$ cat src/rtl/m62_rom_loader_if.sv
// m62_rom_loader_if: ioctl download stream, SDRAM toggle ports, sound/PROM strobes and load status.
// rom_sum exists only when LOADER_CHECKSUM_EN is defined.
interface m62_rom_loader_if;
    logic        ioctl_download;
    logic [7:0]  ioctl_index;
    logic        ioctl_wr;
    logic [24:0] ioctl_addr;
    logic [7:0]  ioctl_dout;
    logic        ioctl_wait;
    logic        port1_req, port1_ack;
    logic [22:0] port1_a;
    logic [1:0]  port1_ds;
    logic [15:0] port1_d;
    logic        port2_req, port2_ack;
    logic [22:0] port2_a;
    logic [1:0]  port2_ds;
    logic [15:0] port2_d;
    logic        snd_wr;
    logic [15:0] snd_addr;
    logic [7:0]  snd_data;
    logic        dl_wr;
    logic [15:0] dl_addr;
    logic [7:0]  dl_data;
    logic        port_we;
    logic        rom_loaded;
    logic        core_reset;
    logic        user_reset;
`ifdef LOADER_CHECKSUM_EN
    logic [15:0] rom_sum;
`endif

    modport master (
`ifdef LOADER_CHECKSUM_EN
        output rom_sum,
`endif
        input  ioctl_download, ioctl_index, ioctl_wr, ioctl_addr, ioctl_dout, port1_ack, port2_ack, user_reset,
        output ioctl_wait, port1_req, port1_a, port1_ds, port1_d, port2_req, port2_a, port2_ds, port2_d,
        output snd_wr, snd_addr, snd_data, dl_wr, dl_addr, dl_data, port_we, rom_loaded, core_reset
    );

    modport slave (
`ifdef LOADER_CHECKSUM_EN
        input  rom_sum,
`endif
        output ioctl_download, ioctl_index, ioctl_wr, ioctl_addr, ioctl_dout, port1_ack, port2_ack, user_reset,
        input  ioctl_wait, port1_req, port1_a, port1_ds, port1_d, port2_req, port2_a, port2_ds, port2_d,
        input  snd_wr, snd_addr, snd_data, dl_wr, dl_addr, dl_data, port_we, rom_loaded, core_reset
    );
endinterface

$ cat src/rtl/m62_rom_loader.sv
// m62_rom_loader: buffers ioctl ROM bytes and fans them out to SDRAM ports, sound dpram and PROM bus.
// Optional LOADER_CHECKSUM_EN adds rom_sum, the 16-bit sum of all issued bytes.
module m62_rom_loader #(
    parameter int          FIFO_DEPTH_LOG2 = 3,
    parameter logic [15:0] RST_STRETCH     = 16'hFFFF,
    parameter logic [19:0] GFX_BASE        = 20'h30000,
    parameter logic [19:0] SND_BASE        = 20'h20000,
    parameter logic [19:0] PROM_BASE       = 20'hA0000
) (
    input logic              clk_sys,
    input logic              reset_n,
    m62_rom_loader_if.master bus
);
    localparam int AW = FIFO_DEPTH_LOG2;
    localparam logic [AW:0] DEPTH_C = (AW+1)'(2**AW);
    localparam logic [AW:0] HIGH_C  = (AW+1)'(2**AW - 2);

    typedef enum logic [1:0] {S_IDLE, S_ISSUE, S_WAIT, S_DRAIN} state_t;
    state_t state_q, state_d;

    logic [32:0]   mem_q [2**AW];
    logic [AW-1:0] wr_ptr_q, rd_ptr_q;
    logic [AW:0]   count_q, count_d;
    logic [24:0]   head_addr;
    logic [7:0]    head_data, data_q;
    logic [22:0]   p1_a_q, p2_a_q;
    logic [1:0]    ds_q;
    logic [15:0]   snd_addr_q, dl_addr_q, cnt_q, cnt_d;
    logic dl_active, dl_q, push_req, push, pop, empty, full, fall, done, loaded_set;
    logic drain_q, drain_d, gfx_q, snd_q, prom_q, p1_req_q, p2_req_q, snd_wr_q, dl_wr_q;
    logic wait_q, rom_loaded_q, core_reset_q;

    assign dl_active = bus.ioctl_download & (bus.ioctl_index == 8'd0);
    assign push_req  = bus.ioctl_wr & dl_active;
    assign empty     = count_q == '0;
    assign full      = count_q == DEPTH_C;
    assign push      = push_req & ~full;
    assign fall      = dl_q & ~dl_active;
    assign {head_addr, head_data} = mem_q[rd_ptr_q];
    assign done      = (bus.port1_ack == p1_req_q) & (~gfx_q | (bus.port2_ack == p2_req_q));
    assign count_d   = count_q + (AW+1)'(push) - (AW+1)'(pop);
    assign drain_d   = (drain_q | fall) & ~loaded_set;
    assign cnt_d     = (bus.user_reset | ~rom_loaded_q) ? RST_STRETCH : cnt_q - 16'(cnt_q != '0);

    always_comb begin
        state_d    = state_q;
        pop        = 1'b0;
        loaded_set = 1'b0;
        case (state_q)
            S_IDLE: begin
                if (fall & empty) loaded_set = 1'b1;
                else if (fall) state_d = S_DRAIN;
                else if (!empty) begin
                    pop     = 1'b1;
                    state_d = S_ISSUE;
                end
            end
            S_ISSUE: state_d = S_WAIT;
            S_WAIT:  if (done) state_d = (drain_q | fall) ? S_DRAIN : S_IDLE;
            default: begin
                if (!empty) begin
                    pop     = 1'b1;
                    state_d = S_ISSUE;
                end else begin
                    loaded_set = 1'b1;
                    state_d    = S_IDLE;
                end
            end
        endcase
    end

    always_ff @(posedge clk_sys) begin
        if (push) mem_q[wr_ptr_q] <= {bus.ioctl_addr, bus.ioctl_dout};
    end

    always_ff @(posedge clk_sys or negedge reset_n) begin
        if (!reset_n) begin
            state_q      <= S_IDLE;
            wr_ptr_q     <= '0;
            rd_ptr_q     <= '0;
            count_q      <= '0;
            dl_q         <= 1'b0;
            drain_q      <= 1'b0;
            p1_a_q       <= '0;
            p2_a_q       <= '0;
            ds_q         <= '0;
            data_q       <= '0;
            snd_addr_q   <= '0;
            dl_addr_q    <= '0;
            gfx_q        <= 1'b0;
            snd_q        <= 1'b0;
            prom_q       <= 1'b0;
            p1_req_q     <= 1'b0;
            p2_req_q     <= 1'b0;
            snd_wr_q     <= 1'b0;
            dl_wr_q      <= 1'b0;
            wait_q       <= 1'b0;
            rom_loaded_q <= 1'b0;
            cnt_q        <= RST_STRETCH;
            core_reset_q <= 1'b1;
        end else begin
            state_q  <= state_d;
            wr_ptr_q <= wr_ptr_q + AW'(push);
            rd_ptr_q <= rd_ptr_q + AW'(pop);
            count_q  <= count_d;
            dl_q     <= dl_active;
            drain_q  <= drain_d;
            if (pop) begin
                p1_a_q     <= head_addr[23:1];
                ds_q       <= {head_addr[0], ~head_addr[0]};
                data_q     <= head_data;
                snd_addr_q <= head_addr[15:0];
                dl_addr_q  <= 16'(head_addr - 25'(PROM_BASE));
                gfx_q      <= head_addr >= 25'(GFX_BASE);
                snd_q      <= (head_addr >= 25'(SND_BASE)) & (head_addr < 25'(GFX_BASE));
                prom_q     <= head_addr >= 25'(PROM_BASE);
                if (head_addr >= 25'(GFX_BASE)) p2_a_q <= 23'((head_addr - 25'(GFX_BASE)) >> 1);
            end
            p1_req_q     <= p1_req_q ^ (state_q == S_ISSUE);
            p2_req_q     <= p2_req_q ^ ((state_q == S_ISSUE) & gfx_q);
            snd_wr_q     <= (state_q == S_ISSUE) & snd_q;
            dl_wr_q      <= (state_q == S_ISSUE) & prom_q;
            wait_q       <= (count_d >= HIGH_C) | (state_d == S_DRAIN);
            rom_loaded_q <= rom_loaded_q | loaded_set;
            cnt_q        <= cnt_d;
            core_reset_q <= cnt_d != '0;
        end
    end

`ifdef LOADER_CHECKSUM_EN
    logic [15:0] sum_q;
    always_ff @(posedge clk_sys or negedge reset_n) begin
        if (!reset_n) sum_q <= '0;
        else if (dl_active & ~dl_q) sum_q <= '0;
        else if ((state_q == S_ISSUE) & ~rom_loaded_q) sum_q <= sum_q + 16'(data_q);
    end
    assign bus.rom_sum = sum_q;
`endif

`ifndef SYNTHESIS
    // A byte arriving while the FIFO is full is dropped; the HPS ignored ioctl_wait.
    overflow_a: assert property (@(posedge clk_sys) disable iff (!reset_n) !(push_req & full));
`endif

    assign bus.ioctl_wait = wait_q;
    assign bus.port1_req  = p1_req_q;
    assign bus.port1_a    = p1_a_q;
    assign bus.port1_ds   = ds_q;
    assign bus.port1_d    = {data_q, data_q};
    assign bus.port2_req  = p2_req_q;
    assign bus.port2_a    = p2_a_q;
    assign bus.port2_ds   = ds_q;
    assign bus.port2_d    = {data_q, data_q};
    assign bus.snd_wr     = snd_wr_q;
    assign bus.snd_addr   = snd_addr_q;
    assign bus.snd_data   = data_q;
    assign bus.dl_wr      = dl_wr_q;
    assign bus.dl_addr    = dl_addr_q;
    assign bus.dl_data    = data_q;
    assign bus.port_we    = bus.ioctl_download | (state_q != S_IDLE) | ~empty;
    assign bus.rom_loaded = rom_loaded_q;
    assign bus.core_reset = core_reset_q;
endmodule

$ cat src/flat_wrapper.sv
// flat-port wrapper written by rule: the top's interface ports become plain ports
module m62_rom_loader_flat 
#(
    parameter int          FIFO_DEPTH_LOG2 = 3,
    parameter logic [15:0] RST_STRETCH     = 16'hFFFF,
    parameter logic [19:0] GFX_BASE        = 20'h30000,
    parameter logic [19:0] SND_BASE        = 20'h20000,
    parameter logic [19:0] PROM_BASE       = 20'hA0000
)
  (clk_sys, reset_n, bus_ioctl_download, bus_ioctl_index, bus_ioctl_wr, bus_ioctl_addr, bus_ioctl_dout, bus_port1_ack, bus_port2_ack, bus_user_reset, bus_ioctl_wait, bus_port1_req, bus_port1_a, bus_port1_ds, bus_port1_d, bus_port2_req, bus_port2_a, bus_port2_ds, bus_port2_d, bus_snd_wr, bus_snd_addr, bus_snd_data, bus_dl_wr, bus_dl_addr, bus_dl_data, bus_port_we, bus_rom_loaded, bus_core_reset);
  m62_rom_loader_if bus_i ();
  input logic clk_sys;
  input logic reset_n;
  input wire logic [$bits(bus_i.ioctl_download)-1:0] bus_ioctl_download;
  input wire logic [$bits(bus_i.ioctl_index)-1:0] bus_ioctl_index;
  input wire logic [$bits(bus_i.ioctl_wr)-1:0] bus_ioctl_wr;
  input wire logic [$bits(bus_i.ioctl_addr)-1:0] bus_ioctl_addr;
  input wire logic [$bits(bus_i.ioctl_dout)-1:0] bus_ioctl_dout;
  input wire logic [$bits(bus_i.port1_ack)-1:0] bus_port1_ack;
  input wire logic [$bits(bus_i.port2_ack)-1:0] bus_port2_ack;
  input wire logic [$bits(bus_i.user_reset)-1:0] bus_user_reset;
  output wire logic [$bits(bus_i.ioctl_wait)-1:0] bus_ioctl_wait;
  output wire logic [$bits(bus_i.port1_req)-1:0] bus_port1_req;
  output wire logic [$bits(bus_i.port1_a)-1:0] bus_port1_a;
  output wire logic [$bits(bus_i.port1_ds)-1:0] bus_port1_ds;
  output wire logic [$bits(bus_i.port1_d)-1:0] bus_port1_d;
  output wire logic [$bits(bus_i.port2_req)-1:0] bus_port2_req;
  output wire logic [$bits(bus_i.port2_a)-1:0] bus_port2_a;
  output wire logic [$bits(bus_i.port2_ds)-1:0] bus_port2_ds;
  output wire logic [$bits(bus_i.port2_d)-1:0] bus_port2_d;
  output wire logic [$bits(bus_i.snd_wr)-1:0] bus_snd_wr;
  output wire logic [$bits(bus_i.snd_addr)-1:0] bus_snd_addr;
  output wire logic [$bits(bus_i.snd_data)-1:0] bus_snd_data;
  output wire logic [$bits(bus_i.dl_wr)-1:0] bus_dl_wr;
  output wire logic [$bits(bus_i.dl_addr)-1:0] bus_dl_addr;
  output wire logic [$bits(bus_i.dl_data)-1:0] bus_dl_data;
  output wire logic [$bits(bus_i.port_we)-1:0] bus_port_we;
  output wire logic [$bits(bus_i.rom_loaded)-1:0] bus_rom_loaded;
  output wire logic [$bits(bus_i.core_reset)-1:0] bus_core_reset;
  assign bus_i.ioctl_download = bus_ioctl_download;
  assign bus_i.ioctl_index = bus_ioctl_index;
  assign bus_i.ioctl_wr = bus_ioctl_wr;
  assign bus_i.ioctl_addr = bus_ioctl_addr;
  assign bus_i.ioctl_dout = bus_ioctl_dout;
  assign bus_i.port1_ack = bus_port1_ack;
  assign bus_i.port2_ack = bus_port2_ack;
  assign bus_i.user_reset = bus_user_reset;
  assign bus_ioctl_wait = bus_i.ioctl_wait;
  assign bus_port1_req = bus_i.port1_req;
  assign bus_port1_a = bus_i.port1_a;
  assign bus_port1_ds = bus_i.port1_ds;
  assign bus_port1_d = bus_i.port1_d;
  assign bus_port2_req = bus_i.port2_req;
  assign bus_port2_a = bus_i.port2_a;
  assign bus_port2_ds = bus_i.port2_ds;
  assign bus_port2_d = bus_i.port2_d;
  assign bus_snd_wr = bus_i.snd_wr;
  assign bus_snd_addr = bus_i.snd_addr;
  assign bus_snd_data = bus_i.snd_data;
  assign bus_dl_wr = bus_i.dl_wr;
  assign bus_dl_addr = bus_i.dl_addr;
  assign bus_dl_data = bus_i.dl_data;
  assign bus_port_we = bus_i.port_we;
  assign bus_rom_loaded = bus_i.rom_loaded;
  assign bus_core_reset = bus_i.core_reset;
  m62_rom_loader #(.FIFO_DEPTH_LOG2(FIFO_DEPTH_LOG2), .RST_STRETCH(RST_STRETCH), .GFX_BASE(GFX_BASE), .SND_BASE(SND_BASE), .PROM_BASE(PROM_BASE)) u_core (.clk_sys(clk_sys), .reset_n(reset_n), .bus(bus_i));
endmodule
$ cat config.mk
export PLATFORM = sky130hd
export DESIGN_NAME = m62_rom_loader_flat
export DESIGN_NICKNAME = d
export VERILOG_FILES = /design/src/rtl/m62_rom_loader_if.sv /design/src/rtl/m62_rom_loader.sv /design/src/flat_wrapper.sv
export SDC_FILE = /design/constraint.sdc
export NUM_CORES = 1
export LEC_CHECK = 0
export ABC_CLOCK_PERIOD_IN_PS = 5200
export CAP_MARGIN = 5
export CORE_AREA = 5 5 167 169
export CTS_BUF_LIST = sky130_fd_sc_hd__clkbuf_8
export CTS_CLUSTER_DIAMETER = 30
export DETAILED_ROUTE_END_ITERATION = 8
export DIE_AREA = 0 0 172 174
export MAX_ROUTING_LAYER = met4
export PLACE_DENSITY = 0.82
export SLEW_MARGIN = 20
export SYNTH_ARGS = -nofsm -noshare
export SYNTH_HDL_FRONTEND = slang
export SYNTH_SLANG_ARGS = --single-unit
$ cat constraint.sdc
create_clock -name clk_sys -period 5.2 [get_ports clk_sys]
set_input_delay 1.04 -clock clk_sys [delete_from_list [all_inputs] [get_ports clk_sys]]
set_output_delay 1.04 -clock clk_sys [all_outputs]
set_load 0.05 [all_outputs]
# Word-level counts from Yosys, hierarchy flattened
# Memory sizes are Yosys's and may differ from the RTL's.
# Index checks and enable logic that the tools add are counted.
dict set report word_totals {
  regBits 128
  latch_bits 0
  mem_bits_rw 264
  mem_bits_ro 0
  word_cells 94
  mem_count 1
}
# memory depth width read_ports rd_clocked_by_memory_dff wr line_no
set mem_list {}
lappend mem_list {u_core.mem_q 8 33 1 0 1 m62_rom_loader.sv:21} ;# logic [32:0] mem_q [2**AW];
dict set report classes {
  n_addsub 7
  mul 0
  div_mod_pow 0
  magnitude_cmp 5
  n_eq_ne 6
  shift 0
  mux 17
  n_bitwise 27
  reduce_logical 8
}
# cell n
set op_table {}
lappend op_table {{25-bit by 18-bit >= comparator with 1-bit output (second input constant)} 2}
lappend op_table {{16-bit nonzero test} 2}
lappend op_table {{25-bit by 20-bit >= comparator with 1-bit output (second input constant)} 1}
lappend op_table {{25-bit by 18-bit < comparator with 1-bit output (second input constant)} 1}
lappend op_table {{24-bit by 18-bit subtractor with 24-bit output (second input constant)} 1}
lappend op_table {{16-bit two-way mux} 1}
lappend op_table {{16-bit by 1-bit subtractor with 16-bit output} 1}
lappend op_table {{16-bit by 1-bit subtractor with 16-bit output (second input constant)} 1}
lappend op_table {{1-bit bitwise AND} 11}
lappend op_table {{2-bit two-way mux} 5}
lappend op_table {{8-bit logical NOT} 1}
lappend op_table {{1-bit two-way mux} 8}
lappend op_table {{1-bit NOT} 7}
lappend op_table {{1-bit bitwise OR} 7}
lappend op_table {{3-bit by 1-bit adder with 3-bit output} 2}
lappend op_table {{2-bit case mux with 3 select lines} 1}
lappend op_table {{4-bit by 1-bit adder with 4-bit output} 1}
lappend op_table {{2-bit equality test (second input constant)} 2}
lappend op_table {{4-bit equality test (second input constant)} 1}
lappend op_table {{4-bit by 3-bit >= comparator with 1-bit output (second input constant)} 1}
lappend op_table {{4-bit logical NOT} 1}
lappend op_table {{1-bit case mux with 2 select lines} 2}
lappend op_table {{4-bit by 1-bit subtractor with 4-bit output} 1}
lappend op_table {{1-bit equality test} 2}
lappend op_table {{other kinds (6)} 7}

# Depth between registers and ports, before layout
dict set report depth {
  depth_word 10
  mapped_depth 15
  depth_no_buf 13
}

# Worst setup path before layout
# No wires, ideal clock.
dict set report synth_timing {
  path_type {in2reg}
  from {input port bus_ioctl_index[3]}
  to {memory u_core.mem_q[0][0] (enable)}
  arrival_ps 4242
  required_time_ps 4736
  slack_ps 494
  path_stages 5
  path_buffers 0
  cell_sequence {nor4_1 and4_1 and3_1 nand2b_1 nor3_1}
}
dict set report synth_between {
  elab_chain_len 6
}
# element line_no
set synth_rtl {}
lappend synth_rtl {{from (decl)} flat_wrapper.sv:15} ;# input wire logic [$bits(bus_i.ioctl_index)-1:0] bus_ioctl_index;
lappend synth_rtl {{8-bit logical NOT} m62_rom_loader.sv:33} ;# assign dl_active = bus.ioctl_download & (bus.ioctl_index == 8'd0);
lappend synth_rtl {{1-bit bitwise AND} m62_rom_loader.sv:33}
lappend synth_rtl {{net u_core.dl_active} m62_rom_loader.sv:29} ;# logic dl_active, dl_q, push_req, push, pop, empty, full, fall, done, loaded_set;
lappend synth_rtl {{1-bit bitwise AND} m62_rom_loader.sv:34} ;# assign push_req = bus.ioctl_wr & dl_active;
lappend synth_rtl {{1-bit bitwise AND} m62_rom_loader.sv:37} ;# assign push = push_req & ~full;
lappend synth_rtl {{1-bit two-way mux} m62_rom_loader.sv:73} ;# if (push) mem_q[wr_ptr_q] <= {bus.ioctl_addr, bus.ioctl_dout};
lappend synth_rtl {{1-bit two-way mux (implied by the code)} m62_rom_loader.sv:73}
lappend synth_rtl {{to (decl)} m62_rom_loader.sv:21}
# The timed path passes the listed nets, and every way through them passes these cells.

# Worst setup path after layout
dict set report layout_timing {
  from {register u_core.rd_ptr_q[0]}
  to {register u_core.p2_a_q[2], in the netlist u_core.bus.port2_a[2]}
}
dict set report layout_between {
  elab_chain_len 3
}
# element line_no
set layout_rtl {}
lappend layout_rtl {{from (decl)} m62_rom_loader.sv:22} ;# logic [AW-1:0] wr_ptr_q, rd_ptr_q;
lappend layout_rtl {{from (signal assigned)} m62_rom_loader.sv:104} ;# rd_ptr_q <= rd_ptr_q + AW'(pop);
lappend layout_rtl {{memory read 8 x 33 bit *} -}
lappend layout_rtl {{25-bit by 18-bit >= comparator with 1-bit output} m62_rom_loader.sv:117} ;# if (head_addr >= 25'(GFX_BASE)) p2_a_q <= 23'((head_addr - 25'(GFX_BASE)) >> 1);
lappend layout_rtl {{2-bit AND reduction (no source line)} -}
lappend layout_rtl {{to (signal assigned)} m62_rom_loader.sv:117}
lappend layout_rtl {{to (decl)} m62_rom_loader.sv:26} ;# logic [22:0] p1_a_q, p2_a_q;
# Every way passes the cells marked *; elsewhere a longest branch is shown, timed or not.
# A chain may end at the register's enable or synchronous reset.

==> qor.txt <==
Port Buffers -> 185
Crit path kind -> reg2reg
Number of flops mapped to enable cells by yosys -> 264
Synth Area in Compound Gates -> 0.02174
Top cells by area, synth -> edfxtp_1 53%, dfrtp_1 13%, mux4_2 10%, buf_4 3.8%, dfstp_2 3.0%
Critical Path Fanout Max -> 32
Synthesized cell area -> 0.01485 mm^2
Final nets -> 1064
Vias post-DR -> 7824
Period minus WS final -> 3.786 ns
Final setup fails -> 0
Sequential power share -> 0.324
Max_slew headroom -> 0.3673
Vias/cell -> 5.601
Chip width -> 172 um
Core area -> 0.02643 mm^2
Mapped Avg Cell Area -> 17.87 um^2
Worst-margin pin slew -> 0.9475 ns
RSZ-0062 raised after global routing -> false
Arr. time, crit path -> 4.21 ns
Final hold vios -> 0
DR DRC count -> 0
Fin crit share -> 0.7281
Post-Synth XOR/XNOR Area -> 0.01533
Max-cap viol count -> 0
Routed wire length -> 29990 um
Vias in the first global route -> 8261
Logic pwr share -> 0.457
Clock Latency Late Sink -> 0.57 ns
Int Pwr -> 7.022 mW
CTS tree -> yes
Initial core utilization -> 0.5620
Synth Area in Simple Gates -> 0.04111
Critical Path Start Type -> register
Die H -> 174 um
Clock Pin Slew Worst Setup and Hold Paths -> 0.05 ns
Largest family of logic cells by synthesized area -> multiplexers
Post_cts resized -> 0
GP Congestion -> 0.7888
Setup_tns -> 0 ns
DRT Pass-1 Iters -> 5
Critical path capture point type -> register
Netlist cell types -> 54
H-tree levels -> 3
Sw Pwr -> 4.873 mW
Adder-Cell Fraction of Synth Area -> 0.01314
Iter 0 DRT Violations -> 626
Cells after Synth -> 831
Post-synthesis net count -> 894
Fin. max-slew vios -> 0
WL/cell -> 21.47 um
#FFs+latches synth -> 360
Clk_skew -> 0.02740 ns
Main synth FF type -> edfxtp_1
Root Driver -> clkbuf_8
Share of cells above drive strength 1 -> 0.2600
Post-synthesis async set-or-reset flop share -> 0.2667
Yosys warnings -> 0
Top cell type's share of synthesized area -> 0.5338
Dpl hpwl -> 18710 um
Worst Path Required -> 5.63 ns
Fmax -> 0.2641 GHz
Die Area -> 0.02993 mm^2
Clock network power share -> 0.218
Antenna-violating nets left -> 0
Placed instance count -> 1272
Outcome -> complete, no violations
CTS Buf Count -> 68
Hold buffers post-CTS -> 0
Seq/Total Area, Yosys -> 0.6970
P&R area growth vs syn -> 21.04%
Multiplexer share of the synthesized area -> 0.1582
Yosys top cell by area -> edfxtp_1
Io pins -> 186
Leakage -> 6.393 nW
Global route total overflow -> 0
Clock Tree Buf Depth -> 3
Fin cells -> 1397
Largest net degree at the start of global routing -> 57
Antenna violations before repair -> 2
Switching share of power -> 0.4097
PwrDens -> 661.6 mW/mm^2
Global-route wire length before repair -> 46110 um
Sink Count -> 360
GRT Overall Usage -> 0.2067
Hold Crit Class -> reg2reg
Post-CTS setup repair buffer count -> 0
Row Count -> 60
Max VDD drop -> 0.5228 mV
## layer usage
layer	track usage	wire (um)	up-vias
met3	0.04867	2348	59
met1	0.2666	11760	3978
met4	0.06322	601	0
met5	-	0	-
met2	0.3303	15270	307
li1	-	-	3480
## flip-flops by register name (all words and copies together), names as in the netlist, 2 cells and up
signal	flops
u_core.cnt_q	16
u_core.wr_ptr_q	3
u_core.bus.snd_addr	15
u_core.bus.port1_a	9
u_core.state_q	2
u_core.bus.dl_data	8
u_core.mem_q	264
u_core.count_q	4
u_core.rd_ptr_q	3
u_core.bus.port2_a	23
## cell families after synthesis
group                      Yosys count
DFF                                360
muxes                              137
buffers and inverters              123
and+or+nand+nor                    123
AOI/OAI and AO/OA                   47
xor gates and xnor gates            26
adders and majority gates           15
## per-stage QoR
step,worst slack [ns],hold WS [ns],utilization,cell area (um^2),total power [mW]
floorplan,0.4937,0.4304,-,14850,8.087
global placement,1.263,0.4450,0.6299,16640,9.278
detailed placement,1.275,0.4807,0.6299,16640,9.381
CTS,1.382,0.4926,0.6801,17970,12.01
global route,1.178,0.5164,0.6803,17980,12.43
finish,1.414,0.4884,0.6803,17980,11.89
## path summary, 6_finish.rpt
check / startpoint / to / slack [ns] / cells past startpoint
hold / removal: u_core.bus.port1_a[16] / u_core.bus.port1_a[16] / 0.49 / 2
min in group asynchronous: reset_n / u_core.bus.dl_data[0] / 0.52 / 1
hold reg to reg: u_core.bus.port1_a[16] / u_core.bus.port1_a[16] / 0.49 / 2
setup / recovery: u_core.rd_ptr_q[0] / u_core.bus.port2_a[2] / 1.41 / 7
max in group asynchronous: reset_n / u_core.rd_ptr_q[2] / 3.60 / 2
setup reg to reg: u_core.rd_ptr_q[0] / u_core.bus.port2_a[2] / 1.41 / 7
## layout make-up
class	count	area, um^2
diodes	2	5.005
clock buffers	74	1018
clock inverters	49	309.0
fillers	1648	8448
inverters	19	71.32
multi-input cells	348	3772
flip-flops and latches	360	10360
well taps	341	426.7
repair buffers	204	2017
## power groups by stage
| stage | combinational (mW) | clock, mW | sequential [mW] |
|---|---|---|---|
| after floorplan | 3.59 | 0 | 4.50 |
| after global placement | 5.38 | 0 | 3.90 |
| after detailed placement | 5.46 | 0 | 3.92 |
| after CTS | 5.48 | 2.66 | 3.87 |
| after global routing | 5.71 | 2.81 | 3.92 |
| final | 5.44 | 2.60 | 3.86 |
## worst max-delay path, cell delays in order, from the launching register on
cell,delay (ns)
dfrtp_4,0.83
buf_4,0.48
mux4_2,0.57
mux2i_1,0.42
nand3_1,0.23
nor3_2,0.32
o2bb2ai_4,0.33
mux2_1,0.44
## layout by cell type (no fill, tap or decap), types with 3 or more instances in the layout
| cell | count |
|---|---|
| clkdlybuf4s50_1 | 184 |
| nand2b_1 | 7 |
| nor4_1 | 7 |
| nand4_1 | 3 |
| nor3_1 | 13 |
| clkinvlp_4 | 8 |
| mux2_4 | 18 |
| mux2_2 | 30 |
| inv_1 | 30 |
| a21oi_1 | 6 |
| nand3_1 | 7 |
| clkinv_1 | 9 |
| xor2_1 | 13 |
| dfrtp_1 | 76 |
| edfxtp_1 | 264 |
| xnor2_1 | 13 |
| or4_1 | 3 |
| nor3_2 | 3 |
| nor2_4 | 6 |
| nor2b_1 | 3 |
| dfstp_2 | 17 |
| a21o_1 | 9 |
| o21ai_0 | 20 |
| clkinv_4 | 3 |
| nor2_1 | 13 |
| mux2i_1 | 16 |
| clkinv_2 | 14 |
| mux2_1 | 4 |
| mux4_2 | 66 |
| clkbuf_8 | 74 |
| nand2_1 | 43 |
| ha_1 | 14 |
| buf_4 | 18 |
## synthesized netlist by cell type, types with 2 or more instances
cell type / n
or4_1: 3
mux2i_1: 16
mux2_4: 18
mux4_2: 66
nor2_1: 19
a221o_1: 2
nand4_1: 3
a21oi_1: 6
xor2_1: 13
clkbuf_1: 15
mux2_1: 4
dfrtp_1: 79
nand2b_1: 7
and2_1: 2
nor3_1: 15
nor4_1: 7
edfxtp_1: 264
ha_1: 14
o21ai_0: 20
dfstp_2: 17
a21o_1: 9
and3_1: 2
buf_2: 5
nor2b_1: 3
inv_1: 19
mux2i_2: 2
buf_4: 75
or2_2: 2
nor3b_1: 2
nand3_1: 7
buf_6: 6
buf_1: 3
and4_1: 2
nand2_1: 43
mux2_2: 30
xnor2_1: 13
Note: power is estimated with default switching activity, not from simulation.
